**src/rtl/mips_pkg.sv**
```systemverilog
// mips_pkg: shared MIPS opcode/funct constants, ALU control words and the decoded-control records.
package mips_pkg;
    localparam logic [5:0] OP_RTYPE = 6'h00;
    localparam logic [5:0] OP_BEQ   = 6'h04;
    localparam logic [5:0] OP_ADDI  = 6'h08;
    localparam logic [5:0] OP_ADDIU = 6'h09;
    localparam logic [5:0] OP_SLTI  = 6'h0A;
    localparam logic [5:0] OP_SLTIU = 6'h0B;
    localparam logic [5:0] OP_ORI   = 6'h0D;
    localparam logic [5:0] OP_LUI   = 6'h0F;
    localparam logic [5:0] OP_LW    = 6'h23;
    localparam logic [5:0] OP_SW    = 6'h2B;

    localparam logic [5:0] F_ADD  = 6'h20;
    localparam logic [5:0] F_ADDU = 6'h21;
    localparam logic [5:0] F_SUB  = 6'h22;
    localparam logic [5:0] F_SUBU = 6'h23;
    localparam logic [5:0] F_OR   = 6'h25;
    localparam logic [5:0] F_SLT  = 6'h2A;
    localparam logic [5:0] F_SLTU = 6'h2B;

    // bit2 = subtract, bit0 = signed, bit2&bit1 = compare, !bit2&bit1&!bit0 = OR
    typedef enum logic [2:0] {
        ALU_ADDU = 3'b000,
        ALU_ADD  = 3'b001,
        ALU_OR   = 3'b010,
        ALU_SUBU = 3'b100,
        ALU_SUB  = 3'b101,
        ALU_SLTU = 3'b110,
        ALU_SLT  = 3'b111
    } alu_ctr_e;

    typedef struct packed {
        alu_ctr_e    alu_ctr;
        logic        alu_src;
        logic [31:0] imm;
        logic [4:0]  dst;
        logic        reg_write;
        logic        mem_read;
        logic        mem_write;
        logic        branch;
        logic        illegal;
    } dec_t;

    typedef struct packed {
        logic       valid;
        logic [4:0] rs;
        logic [4:0] rt;
        dec_t       ctl;
    } ex_t;

    function automatic logic [31:0] sext16(input logic [15:0] v);
        return {{16{v[15]}}, v};
    endfunction
endpackage

```
**src/rtl/id_ex_decode_instr_decode.sv**
```systemverilog
// instr_decode: combinational instruction word to decoded-control struct, plus which source registers are read.
module instr_decode
    import mips_pkg::*;
(
    input  logic [31:0] instr_i,
    output dec_t        dec_o,
    output logic        use_rs_o,
    output logic        use_rt_o
);
    logic [5:0]  op;
    logic [5:0]  funct;
    logic [4:0]  rt;
    logic [4:0]  rd;
    logic [15:0] imm16;
    logic        nop;

    assign op    = instr_i[31:26];
    assign funct = instr_i[5:0];
    assign rt    = instr_i[20:16];
    assign rd    = instr_i[15:11];
    assign imm16 = instr_i[15:0];
    assign nop   = instr_i == '0;

    always_comb begin
        dec_o           = '0;
        dec_o.dst       = rt;
        dec_o.alu_src   = 1'b1;
        dec_o.imm       = sext16(imm16);
        dec_o.reg_write = 1'b1;
        use_rs_o        = 1'b1;
        use_rt_o        = 1'b0;
        case (op)
            OP_RTYPE: begin
                dec_o.dst     = rd;
                dec_o.alu_src = 1'b0;
                dec_o.imm     = '0;
                use_rt_o      = 1'b1;
                case (funct)
                    F_ADD:   dec_o.alu_ctr = ALU_ADD;
                    F_ADDU:  dec_o.alu_ctr = ALU_ADDU;
                    F_SUB:   dec_o.alu_ctr = ALU_SUB;
                    F_SUBU:  dec_o.alu_ctr = ALU_SUBU;
                    F_OR:    dec_o.alu_ctr = ALU_OR;
                    F_SLT:   dec_o.alu_ctr = ALU_SLT;
                    F_SLTU:  dec_o.alu_ctr = ALU_SLTU;
                    default: dec_o.illegal = 1'b1;
                endcase
            end
            OP_ADDI:  dec_o.alu_ctr = ALU_ADD;
            OP_ADDIU: dec_o.alu_ctr = ALU_ADDU;
            OP_SLTI:  dec_o.alu_ctr = ALU_SLT;
            OP_SLTIU: dec_o.alu_ctr = ALU_SLTU;
            OP_ORI: begin
                dec_o.alu_ctr = ALU_OR;
                dec_o.imm     = {16'h0, imm16};
            end
            OP_LUI: begin
                dec_o.alu_ctr = ALU_OR;
                dec_o.imm     = {imm16, 16'h0};
                use_rs_o      = 1'b0;
            end
            OP_LW: dec_o.mem_read = 1'b1;
            OP_SW: begin
                dec_o.mem_write = 1'b1;
                dec_o.reg_write = 1'b0;
                use_rt_o        = 1'b1;
            end
            OP_BEQ: begin
                dec_o.alu_ctr   = ALU_SUBU;
                dec_o.alu_src   = 1'b0;
                dec_o.branch    = 1'b1;
                dec_o.reg_write = 1'b0;
                use_rt_o        = 1'b1;
            end
            default: dec_o.illegal = 1'b1;
        endcase
        // the all-zero word decodes as an illegal R-type funct, so NOP is carved out here
        if (nop || dec_o.illegal) begin
            dec_o         = '0;
            dec_o.illegal = !nop;
            use_rs_o      = 1'b0;
            use_rt_o      = 1'b0;
        end
        dec_o.reg_write = dec_o.reg_write && dec_o.dst != '0;
    end
endmodule

```
**src/rtl/id_ex_decode.sv**
```systemverilog
// id_ex_decode: MIPS decode stage with load-use hazard detection and the ID/EX pipeline register.
module id_ex_decode
    import mips_pkg::*;
(
    input  logic        clk,
    input  logic        rst_n,
    input  logic [31:0] id_instr,
    input  logic        id_valid,
    input  logic        stall,
    input  logic        flush,
    output logic        load_use_stall,
    output logic        ex_valid,
    output logic [2:0]  ex_alu_ctr,
    output logic        ex_alu_src,
    output logic [31:0] ex_imm,
    output logic [4:0]  ex_rs,
    output logic [4:0]  ex_rt,
    output logic [4:0]  ex_dst,
    output logic        ex_reg_write,
    output logic        ex_mem_read,
    output logic        ex_mem_write,
    output logic        ex_branch,
    output logic        ex_illegal
);
    dec_t       dec;
    logic       use_rs;
    logic       use_rt;
    logic [4:0] rs;
    logic [4:0] rt;
    ex_t        ex_q;
    ex_t        ex_d;

    instr_decode u_decode (
        .instr_i  (id_instr),
        .dec_o    (dec),
        .use_rs_o (use_rs),
        .use_rt_o (use_rt)
    );

    assign rs = id_instr[25:21];
    assign rt = id_instr[20:16];

    assign load_use_stall = !flush && id_valid && ex_q.valid && ex_q.ctl.mem_read && ex_q.ctl.dst != '0
                            && ((use_rs && rs == ex_q.ctl.dst) || (use_rt && rt == ex_q.ctl.dst));

    always_comb begin
        ex_d = ex_q;
        if (flush || (!stall && load_use_stall)) begin
            ex_d = '0;
        end else if (!stall) begin
            ex_d.valid = id_valid;
            ex_d.rs    = rs;
            ex_d.rt    = rt;
            ex_d.ctl   = dec;
        end
    end

    always_ff @(posedge clk) begin
        if (!rst_n) ex_q <= '0;
        else        ex_q <= ex_d;
    end

    assign ex_valid     = ex_q.valid;
    assign ex_alu_ctr   = ex_q.ctl.alu_ctr;
    assign ex_alu_src   = ex_q.ctl.alu_src;
    assign ex_imm       = ex_q.ctl.imm;
    assign ex_rs        = ex_q.rs;
    assign ex_rt        = ex_q.rt;
    assign ex_dst       = ex_q.ctl.dst;
    assign ex_reg_write = ex_q.ctl.reg_write;
    assign ex_mem_read  = ex_q.ctl.mem_read;
    assign ex_mem_write = ex_q.ctl.mem_write;
    assign ex_branch    = ex_q.ctl.branch;
    assign ex_illegal   = ex_q.ctl.illegal;
endmodule
```
**config.mk**
```make
export PLATFORM = sky130hd
export DESIGN_NAME = id_ex_decode
export DESIGN_NICKNAME = d
export VERILOG_FILES = /design/src/rtl/mips_pkg.sv /design/src/rtl/id_ex_decode_instr_decode.sv /design/src/rtl/id_ex_decode.sv
export SDC_FILE = /design/constraint.sdc
export NUM_CORES = 1
export LEC_CHECK = 0
export ABC_CLOCK_PERIOD_IN_PS = 6600
export CORE_AREA = 3 3 79 81
export DETAILED_ROUTE_END_ITERATION = 6
export DIE_AREA = 0 0 82 84
export PLACE_DENSITY = 0.84
export REMOVE_ABC_BUFFERS = 1
export SETUP_SLACK_MARGIN = 0.02
export SLEW_MARGIN = 20
export SYNTH_ARGS = -nofsm -noshare
export SYNTH_HDL_FRONTEND = slang
export SYNTH_SLANG_ARGS = --single-unit
```
**constraint.sdc**
```tcl
create_clock -name clk -period 6.6 [get_ports clk]
set_clock_uncertainty 0.15 [all_clocks]
set_input_delay 1.32 -clock clk [delete_from_list [all_inputs] [get_ports clk]]
set_output_delay 1.32 -clock clk [all_outputs]
set_load 0.005 [all_outputs]
```
==> results of run 1 <==
==> registers in the layout, summed over array words and instances, names as in the netlist <==
| register | count |
|---|---|
| ex_imm | 32 |
| ex_dst | 5 |
| ex_branch | 1 |
| ex_mem_write | 1 |
| ex_mem_read | 1 |
| ex_reg_write | 1 |
| ex_alu_src | 1 |
| ex_valid | 1 |
| ex_alu_ctr | 3 |
| ex_rt | 5 |
| ex_illegal | 1 |
| ex_rs | 5 |
==> power by group through the flow <==
stage	clock, W	sequential [W]	combinational, W
final	0.000336	0.000352	0.0000989
after global routing	0.000356	0.000352	0.000108
after CTS	0.000339	0.000352	0.0000988
after detailed placement	0	0.000359	0.0000979
after global placement	0	0.000359	0.0000965
after floorplan	0	0.000360	0.0000365
==> cells in the mapped netlist, types with 6 or more instances <==
| cell type | instances | area [um^2] |
|---|---|---|
| sky130_fd_sc_hd__nor3_1 | 7 | 35.03 |
| sky130_fd_sc_hd__nand2_1 | 15 | 56.30 |
| sky130_fd_sc_hd__dfxtp_1 | 57 | 1141 |
| sky130_fd_sc_hd__a22oi_1 | 30 | 225.2 |
| sky130_fd_sc_hd__nand3_1 | 6 | 30.03 |
| sky130_fd_sc_hd__mux2i_1 | 11 | 110.1 |
| sky130_fd_sc_hd__xor2_1 | 7 | 61.31 |
| sky130_fd_sc_hd__clkbuf_1 | 12 | 45.04 |
| sky130_fd_sc_hd__nor4_1 | 8 | 50.05 |
| sky130_fd_sc_hd__a21o_1 | 15 | 112.6 |
| sky130_fd_sc_hd__a211oi_1 | 6 | 45.04 |
| sky130_fd_sc_hd__a21oi_1 | 19 | 95.09 |
| sky130_fd_sc_hd__nor2_1 | 66 | 247.7 |
==> cell type report <==
type | instances | share of cell area
timing repair buffer | 100 | 0.2529
multi-input combinational | 237 | 0.3729
inverter | 4 | 0.003871
tap | 72 | 0.02323
clock buffer | 11 | 0.03903
sequential | 57 | 0.2942
clock inverter | 5 | 0.01387
==> worst min path at each step <==
| stage | endpoint | from | cells after the start |
|---|---|---|---|
| 3_5_place_dp | ex_reg_write | ex_reg_write | 2 |
| 4_1_cts | ex_reg_write | ex_reg_write | 2 |
| 3_3_place_gp | ex_reg_write | ex_reg_write | 2 |
| 6_report | ex_reg_write | ex_reg_write | 2 |
| 5_1_grt | ex_alu_ctr[2] | ex_alu_ctr[2] | 2 |
| 2_1_floorplan | ex_illegal | ex_illegal | 2 |
==> cells by family after synthesis <==
kind of cell / Yosys count / share of synthesized area
simple gates: 123 / 0.2118
flops: 57 / 0.4209
xor+xnor: 10 / 0.03230
compound gates: 93 / 0.2450
mux: 11 / 0.04061
buf+inv: 26 / 0.04937
==> layer usage <==
layer  routed length (um)  track usage
met1                 3428       0.3139
met2                 3806       0.3740
met3                  628      0.06911
met4                  114      0.07855
met5                    0            0
==> stage by stage <==
| stage | hold WS, ps | power [W] |
|---|---|---|
| global placement | 298.7 | 0.0004557 |
| finish | 313.1 | 0.0007865 |
| detailed placement | 305.4 | 0.0004574 |
| CTS | 313.8 | 0.0007899 |
| floorplan | 305.2 | 0.0003962 |
| global route | 335.9 | 0.0008161 |
==> critical path, cell delays in order <==
cell and delay [ps]:
sky130_fd_sc_hd__clkdlybuf4s50_1 620, sky130_fd_sc_hd__nand2_1 210, sky130_fd_sc_hd__nor3_2 60, sky130_fd_sc_hd__buf_4 200
sky130_fd_sc_hd__or4_1 490, sky130_fd_sc_hd__a221o_1 350, sky130_fd_sc_hd__nor3_1 150, sky130_fd_sc_hd__clkdlybuf4s50_1 530
==> run summary, run 1 <==
For this run, the total global-route usage over all layers was measured as 0.2397. The post-cts hold buffer count came out at 0. STA classifies the critical path startpoint as a primary input. The full die area came out at 0.006888 mm^2.

The remaining design rule violation count is 0. The Yosys step of the flow raised 0 warnings. The share of the core filled with cells in the final layout came out at 0.7001. The number of distinct library cell variants in the gate-level netlist after synthesis is 44. The nature of the critical path endpoint is an output pin.

The number of clock sinks came out at between 50 and 60. The quantity of gates resized following cts came out at 0. The most frequent standard cell in the layout excluding fill and tap cells is sky130_fd_sc_hd__clkdlybuf4s50_1.

The number of DRC violations after detailed-routing iteration 0 came out at around 230. The total of flip-flops plus latches after synthesis came out at between 50 and 60. The final clock period utilization by the worst path is 0.8189. The post-route worst setup slack came out at around 1200 ps. Counting flops with an async set or reset pin after synthesis yields a share of 0. The instance area at placement is ~0.0037 mm^2.

The number of diodes added for antenna fixing came out at 0. The effective utilization at floorplan is 0.4894. In this run the critical register-to-register path is launched from ex_dst[4]. The mapped cell area came out at 0.002711 mm^2. In the routed layout, each cell is associated on average with a via count of 5.638. The detail-routed net length per standard cell came out at 16.42 um. The layout net count came out at 446. The area used by multi-input combinational logic is between 0.001 and 0.0015 mm^2. The die span in y came out at 84 um.

The routed layout has 2,740 vias. For this block, the routed nets add up to roughly 8000 um of wire. In the layout the commonest cells are 93 x sky130_fd_sc_hd__clkdlybuf4s50_1, 66 x sky130_fd_sc_hd__nor2_1, 57 x sky130_fd_sc_hd__dfxtp_1. The slew at the pin closest to its max-slew limit is roughly 1000 ps. Buffers placed on the I/O ports in this run total 94. The clock latency reported for the late side of the worst-skew pair came out at 340 ps.

The via count of the first global-routing pass came to approximately 2,600. The setup fix buffers added after clock tree synthesis is 0. After clock tree synthesis, the clock-pin slew on the worst setup and hold paths is ~60 ps. The sum of net half-perimeters after detailed placement came out at 5560 um. Derived from the worst setup path, the maximum achievable clock frequency is 0.1850 GHz. The number of nets with antenna violations after detailed routing came out at 0. The power density of the placed cells came out at 202.8 mW/mm^2. The arrival time reported for the critical path endpoint is 3930 ps. Of the synthesized area, sequential elements account for 0.4209.

Of the total power, the share spent switching nets is 0.2514. The hold violation count in the final report is 0. The most critical setup path has its endpoint at load_use_stall. Synthesis handed over a netlist of 320 instances. The tree is rooted in a sky130_fd_sc_hd__clkbuf_8. The number of antenna violations at the first check in global routing is 0. The placer's final routability congestion estimate is 0.8711. Entering global routing, the biggest net connects 70 pins. The count of pins on the block boundary is 95. The count of maximum capacitance violations came out at 0.

Counting cells, the worst reg-to-reg path comes to 7. The share of total power dissipated in the clock network is 0.427. The floorplan core area is 0.005540 mm^2. The final total negative setup slack came out at 0 ps. The post-route non-filler standard cell count came out at 486. The critical path is of the primary input to output pin type.

The number of buffers inserted during clock tree synthesis is 9. Row generation in the floorplan step produced 27 rows. The static power due to leakage is between 1 and 1.5 nW. The summed area of non-filler cells in the final layout came out at a little under 0.004 mm^2.

The type of the worst min-delay path is register to register. The peak supply drop is roughly 0.14 mV. The number of placed instances, taps included, is 470. The relative area change from synthesis to final layout is 43.05%. The worst-case register-to-register setup slack is 3930 ps.

The start point of the critical path is id_instr[28]. The normalized max-slew margin is 0.3046. The wire length of the first global-routing pass came out at approximately 13,000 um.

The share of total power dissipated in combinational logic is 0.126. The internal power of the cells totals 0.0005888 W. In this run the critical register-to-register path is captured at ex_imm[20]. The buffer depth of the longest clock path came out at 2. The sequential cells in the finished layout cover a total of roughly 0.0011 mm^2. Setup repair after global routing left no endpoint under its margin. The net switching power figure came out at roughly 0.00020 W. The width of the chip is 82 um.

The largest fanout on the critical path is 19. The number of inserted filler cells in the final layout came out at 478. The number of enable-type register cells in the synthesized netlist came out at 0. The synthesized area per cell is about 8.5 um^2. The number of H-tree levels is 3. The CTS tree is yes.

The number of pins exceeding their max-slew limit in the final report came out at 0. The part of the power in registers is 0.447. Setup violations remaining at the end of the flow were counted as 0. The worst endpoint required time is 5130 ps. The flow ran to the end, and the final reports show no timing, DRC or antenna violations. Among all flip-flop cells after synthesis, the most frequent one is sky130_fd_sc_hd__dfxtp_1.

The final critical path time including I/O delays and setup is 5405 ps. The fraction of layout cells with a size suffix above 1 is 0.07488. The overall overflow remaining after global route is 0. The post-placement worst setup slack came out at 1216 ps. Before antenna repair, the detailed router went through 5 iterations.
Power figures use the tool's default switching activity.
==> run 2: changes to the inputs <==
--- a/config.mk
+++ b/config.mk
@@ -5,11 +5,11 @@
 export SDC_FILE = /design/constraint.sdc
 export NUM_CORES = 1
 export LEC_CHECK = 0
-export ABC_CLOCK_PERIOD_IN_PS = 6600
-export CORE_AREA = 3 3 79 81
+export ABC_CLOCK_PERIOD_IN_PS = 4640
+export CORE_AREA = 3 3 86 88
 export DETAILED_ROUTE_END_ITERATION = 6
-export DIE_AREA = 0 0 82 84
-export PLACE_DENSITY = 0.84
+export DIE_AREA = 0 0 89 91
+export PLACE_DENSITY = 0.75
 export REMOVE_ABC_BUFFERS = 1
 export SETUP_SLACK_MARGIN = 0.02
 export SLEW_MARGIN = 20
==> constraint.sdc (replaced) <==
create_clock -name clk -period 4.64 [get_ports clk]
set_clock_uncertainty 0.15 [all_clocks]
set_input_delay 0.928 -clock clk [delete_from_list [all_inputs] [get_ports clk]]
set_output_delay 0.928 -clock clk [all_outputs]
set_load 0.005 [all_outputs]
==> run 2 against run 1 <==
Sequential cell count stayed put. Via count is 0.73% higher. Die area is 18% higher. Utilization is 12 points lower. Sequential power is 42% higher. Combinational power is 48% higher. Cell count is 2.9% higher. Sequential share of layout area is 0.31 points lower. Non-clock buffer count is 8 higher. Final area is 1.1% higher. Critical endpoint unchanged. Largest cell class unchanged. Largest power group unchanged.
==> run summary, run 2 (synthesized netlist as in run 1, its figures left out) <==
The run finished with clean final reports. The via count of the first global-routing pass is 2,633. In this run the critical register-to-register path is captured at ex_imm[28]. The number of pins exceeding their max-slew limit in the final report is 0. Detailed routing placed a total of 3753 um of wire on met2.

The slowest stage of the critical path is the sky130_fd_sc_hd__clkdlybuf4s50_1 cell. In the final design database the tool counted 454 nets. At the worst endpoint, the arrival time is between 3000 and 4000 ps. The mean number of vias per cell came out at around 5.5. The total detailed-routing wirelength is approximately 8200 um. In the finished design, the share of the clock period the worst path needs comes to 0.9509. The detail-routed net length per standard cell is 16.36 um. The initial utilization of the core area, before any placement, comes to 0.4035. The wire-length estimate of the detail-placed layout is between 5000 and 6000 um. The number of clock sinks came out at 57.

The nature of the critical path endpoint is an output pin. The highest clock rate is 0.2266 GHz. The full die area came out at 0.008099 mm^2. The final critical path time including I/O delays and setup is 4412 ps. In this run the tightest slew margin relative to its limit is 0.4952.

Detailed routing placed a total of 562 um of wire on met3. For hold timing, the worst endpoint is ex_illegal. The delay contributed by the slowest stage of the critical path came out at 560 ps.

The count of pins on the block boundary is 95. STA classifies the critical path startpoint as a primary input. For the worst setup path, the data required time is ~3600 ps. In this run the critical register-to-register path is launched from ex_dst[2].

CTS placed an instance of sky130_fd_sc_hd__clkbuf_8 at the clock tree root. The number of diodes added for antenna fixing came out at 0. The number of cells on the worst reg-to-reg path is 7. For the pin with the worst max-slew slack, the measured transition is around 760 ps. The number of H-tree levels is 3. The floorplan core area came out at 0.006719 mm^2.

The post-cts hold buffer count came out at 0. Once the clock tree was built, the resizer swapped 0 gates to a different size. The relative area change from synthesis to final layout came out at 44.58%.

The most frequent standard cell in the layout excluding fill and tap cells is sky130_fd_sc_hd__clkdlybuf4s50_1. The count of maximum capacitance violations came out at 0. The sum of routed wire segments on met1 is 3669 um. Clock-pin slew was measured on the worst setup and hold paths at roughly 60 ps. The overall overflow remaining after global route came out at 0. The number of buffers inserted during clock tree synthesis is 9. The CTS tree is yes. In the global route stage, overall resource usage came out at 0.2045.

Counting along the longest clock path gives a buffer depth of 2. The power density of the placed cells came out at 268.6 mW/mm^2. The hold violation count in the final report came to 0. For the worst-skew pair, the clock arrives at the later sink with an insertion delay of 330 ps.

The static power due to leakage is 1.385 nW. Routed signal wires occupy layers up through met4. Of all nets on the critical path, the largest fanout is 10. The floorplan has 30 rows. The width of the chip is 89 um.

The most numerous cell type found on the critical path is sky130_fd_sc_hd__clkdlybuf4s50_1. Setup repair after global routing left no endpoint under its margin. The setup violation total in the final timing report came out at 0.

Summed over all failing endpoints, the final setup total negative slack is 0 ps. The setup fix buffers added after clock tree synthesis came out at 0. The floorplan step set the die height to between 90 and 100 um. The number of cells in the design after placement came out at between 400 and 500.

The number of flip-flops in the largest register came out at 32. The first detailed-routing pass ran for 5 iterations. VDD sags by at most 0.1703 mV.

The startpoint-to-endpoint class of the critical path is primary input to output pin. The post-route non-filler standard cell count came out at 500. The number of antenna violations at the first check in global routing is 0. The number of DRC violations after detailed-routing iteration 0 came out at 125. The placer's final routability congestion estimate came out at 0.8644. The first global-routing pass estimated 13,050 um of wire. The type of the worst min-delay path is register to register.

Of the cells placed in the final design, the portion with a size suffix greater than 1 is 0.08810. In the layout the commonest cells are 93 x sky130_fd_sc_hd__clkdlybuf4s50_1, 66 x sky130_fd_sc_hd__nor2_1, 57 x sky130_fd_sc_hd__dfxtp_1. Counting instances, the worst hold path has a depth of 2.

The remaining design rule violation count came out at 0. The number of inserted filler cells in the final layout came out at 628. The number of input and output port buffers inserted is 94. The worst-case register-to-register setup slack is ~2100 ps. The worst hold path begins at ex_illegal.

The total via count in the routed design is 2,760. The critical path goes through clkdlybuf4s50_1 > or3_1 > nor2_1 > o211ai_1 > a221o_1 > nor3_1 > clkdlybuf4s50_1. The pin count of the biggest net entering global routing came out at 68. The count of nets left with antenna violations once routing finished came out at 0.
[run 2: cell count changes in the layout (fill, tap and decap cells not counted), sizes merged]
cell / before / now
buf: 7 / 15
clkinv: 4 / 2
bufinv: 1 / 0
clkinvlp: 0 / 1
[run 2: worst max path at each step]
stage / startpoint / to / slack, ps / cells after the start
4_1_cts: id_instr[26] / load_use_stall / 230 / 7
3_5_place_dp: id_instr[26] / load_use_stall / 240 / 7
5_1_grt: id_instr[26] / load_use_stall / 110 / 7
3_3_place_gp: id_instr[26] / load_use_stall / 300 / 7
6_report: id_instr[26] / load_use_stall / 230 / 7
2_1_floorplan: id_instr[31] / ex_alu_ctr[1] / 350 / 6
[run 2: critical path, delay by kind of cell]
family          cells  cell delay (ps)
buf+inv             2             1100
simple gates        3              810
compound gates      2              490
[run 2: cell type report]
type	instances	area, um^2	share of cell area
inverters	4	15.01	0.003830
flip-flops and latches	57	1141	0.2911
clock buffers	11	151.4	0.03862
multi-input cells	237	1454	0.3709
clock inverters	3	17.52	0.004469
repair buffers	108	1041	0.2656
well taps	80	100.1	0.02553
[run 2: power breakdown]
part	switching, W	internal, W
Clock	0.000192	0.000215
Combinational	0.0000761	0.0000698
Sequential	0.00000401	0.000496
Total	0.000272	0.000781
[run 2: layer usage]
layer,vias up,GRT usage
met5,-,0
met4,0,0.08809
met3,16,0.05082
met2,93,0.2970
met1,1298,0.2845
li1,1353,-
[run 2: stage by stage]
step           hold slack [ps]  total power [W]  setup slack [ps]  instance area [um^2]    util
6_report                 310.1         0.001053             227.7                  3920  0.5834
2_1_floorplan            305.2        0.0005636             345.7                  2592       -
5_1_grt                  328.3         0.001098             108.2                  3920  0.5834
3_5_place_dp             301.5        0.0006557             235.9                  3744  0.5572
4_1_cts                  311.5         0.001062             228.8                  3913  0.5823
3_3_place_gp             299.8        0.0006544             296.0                  3744  0.5572
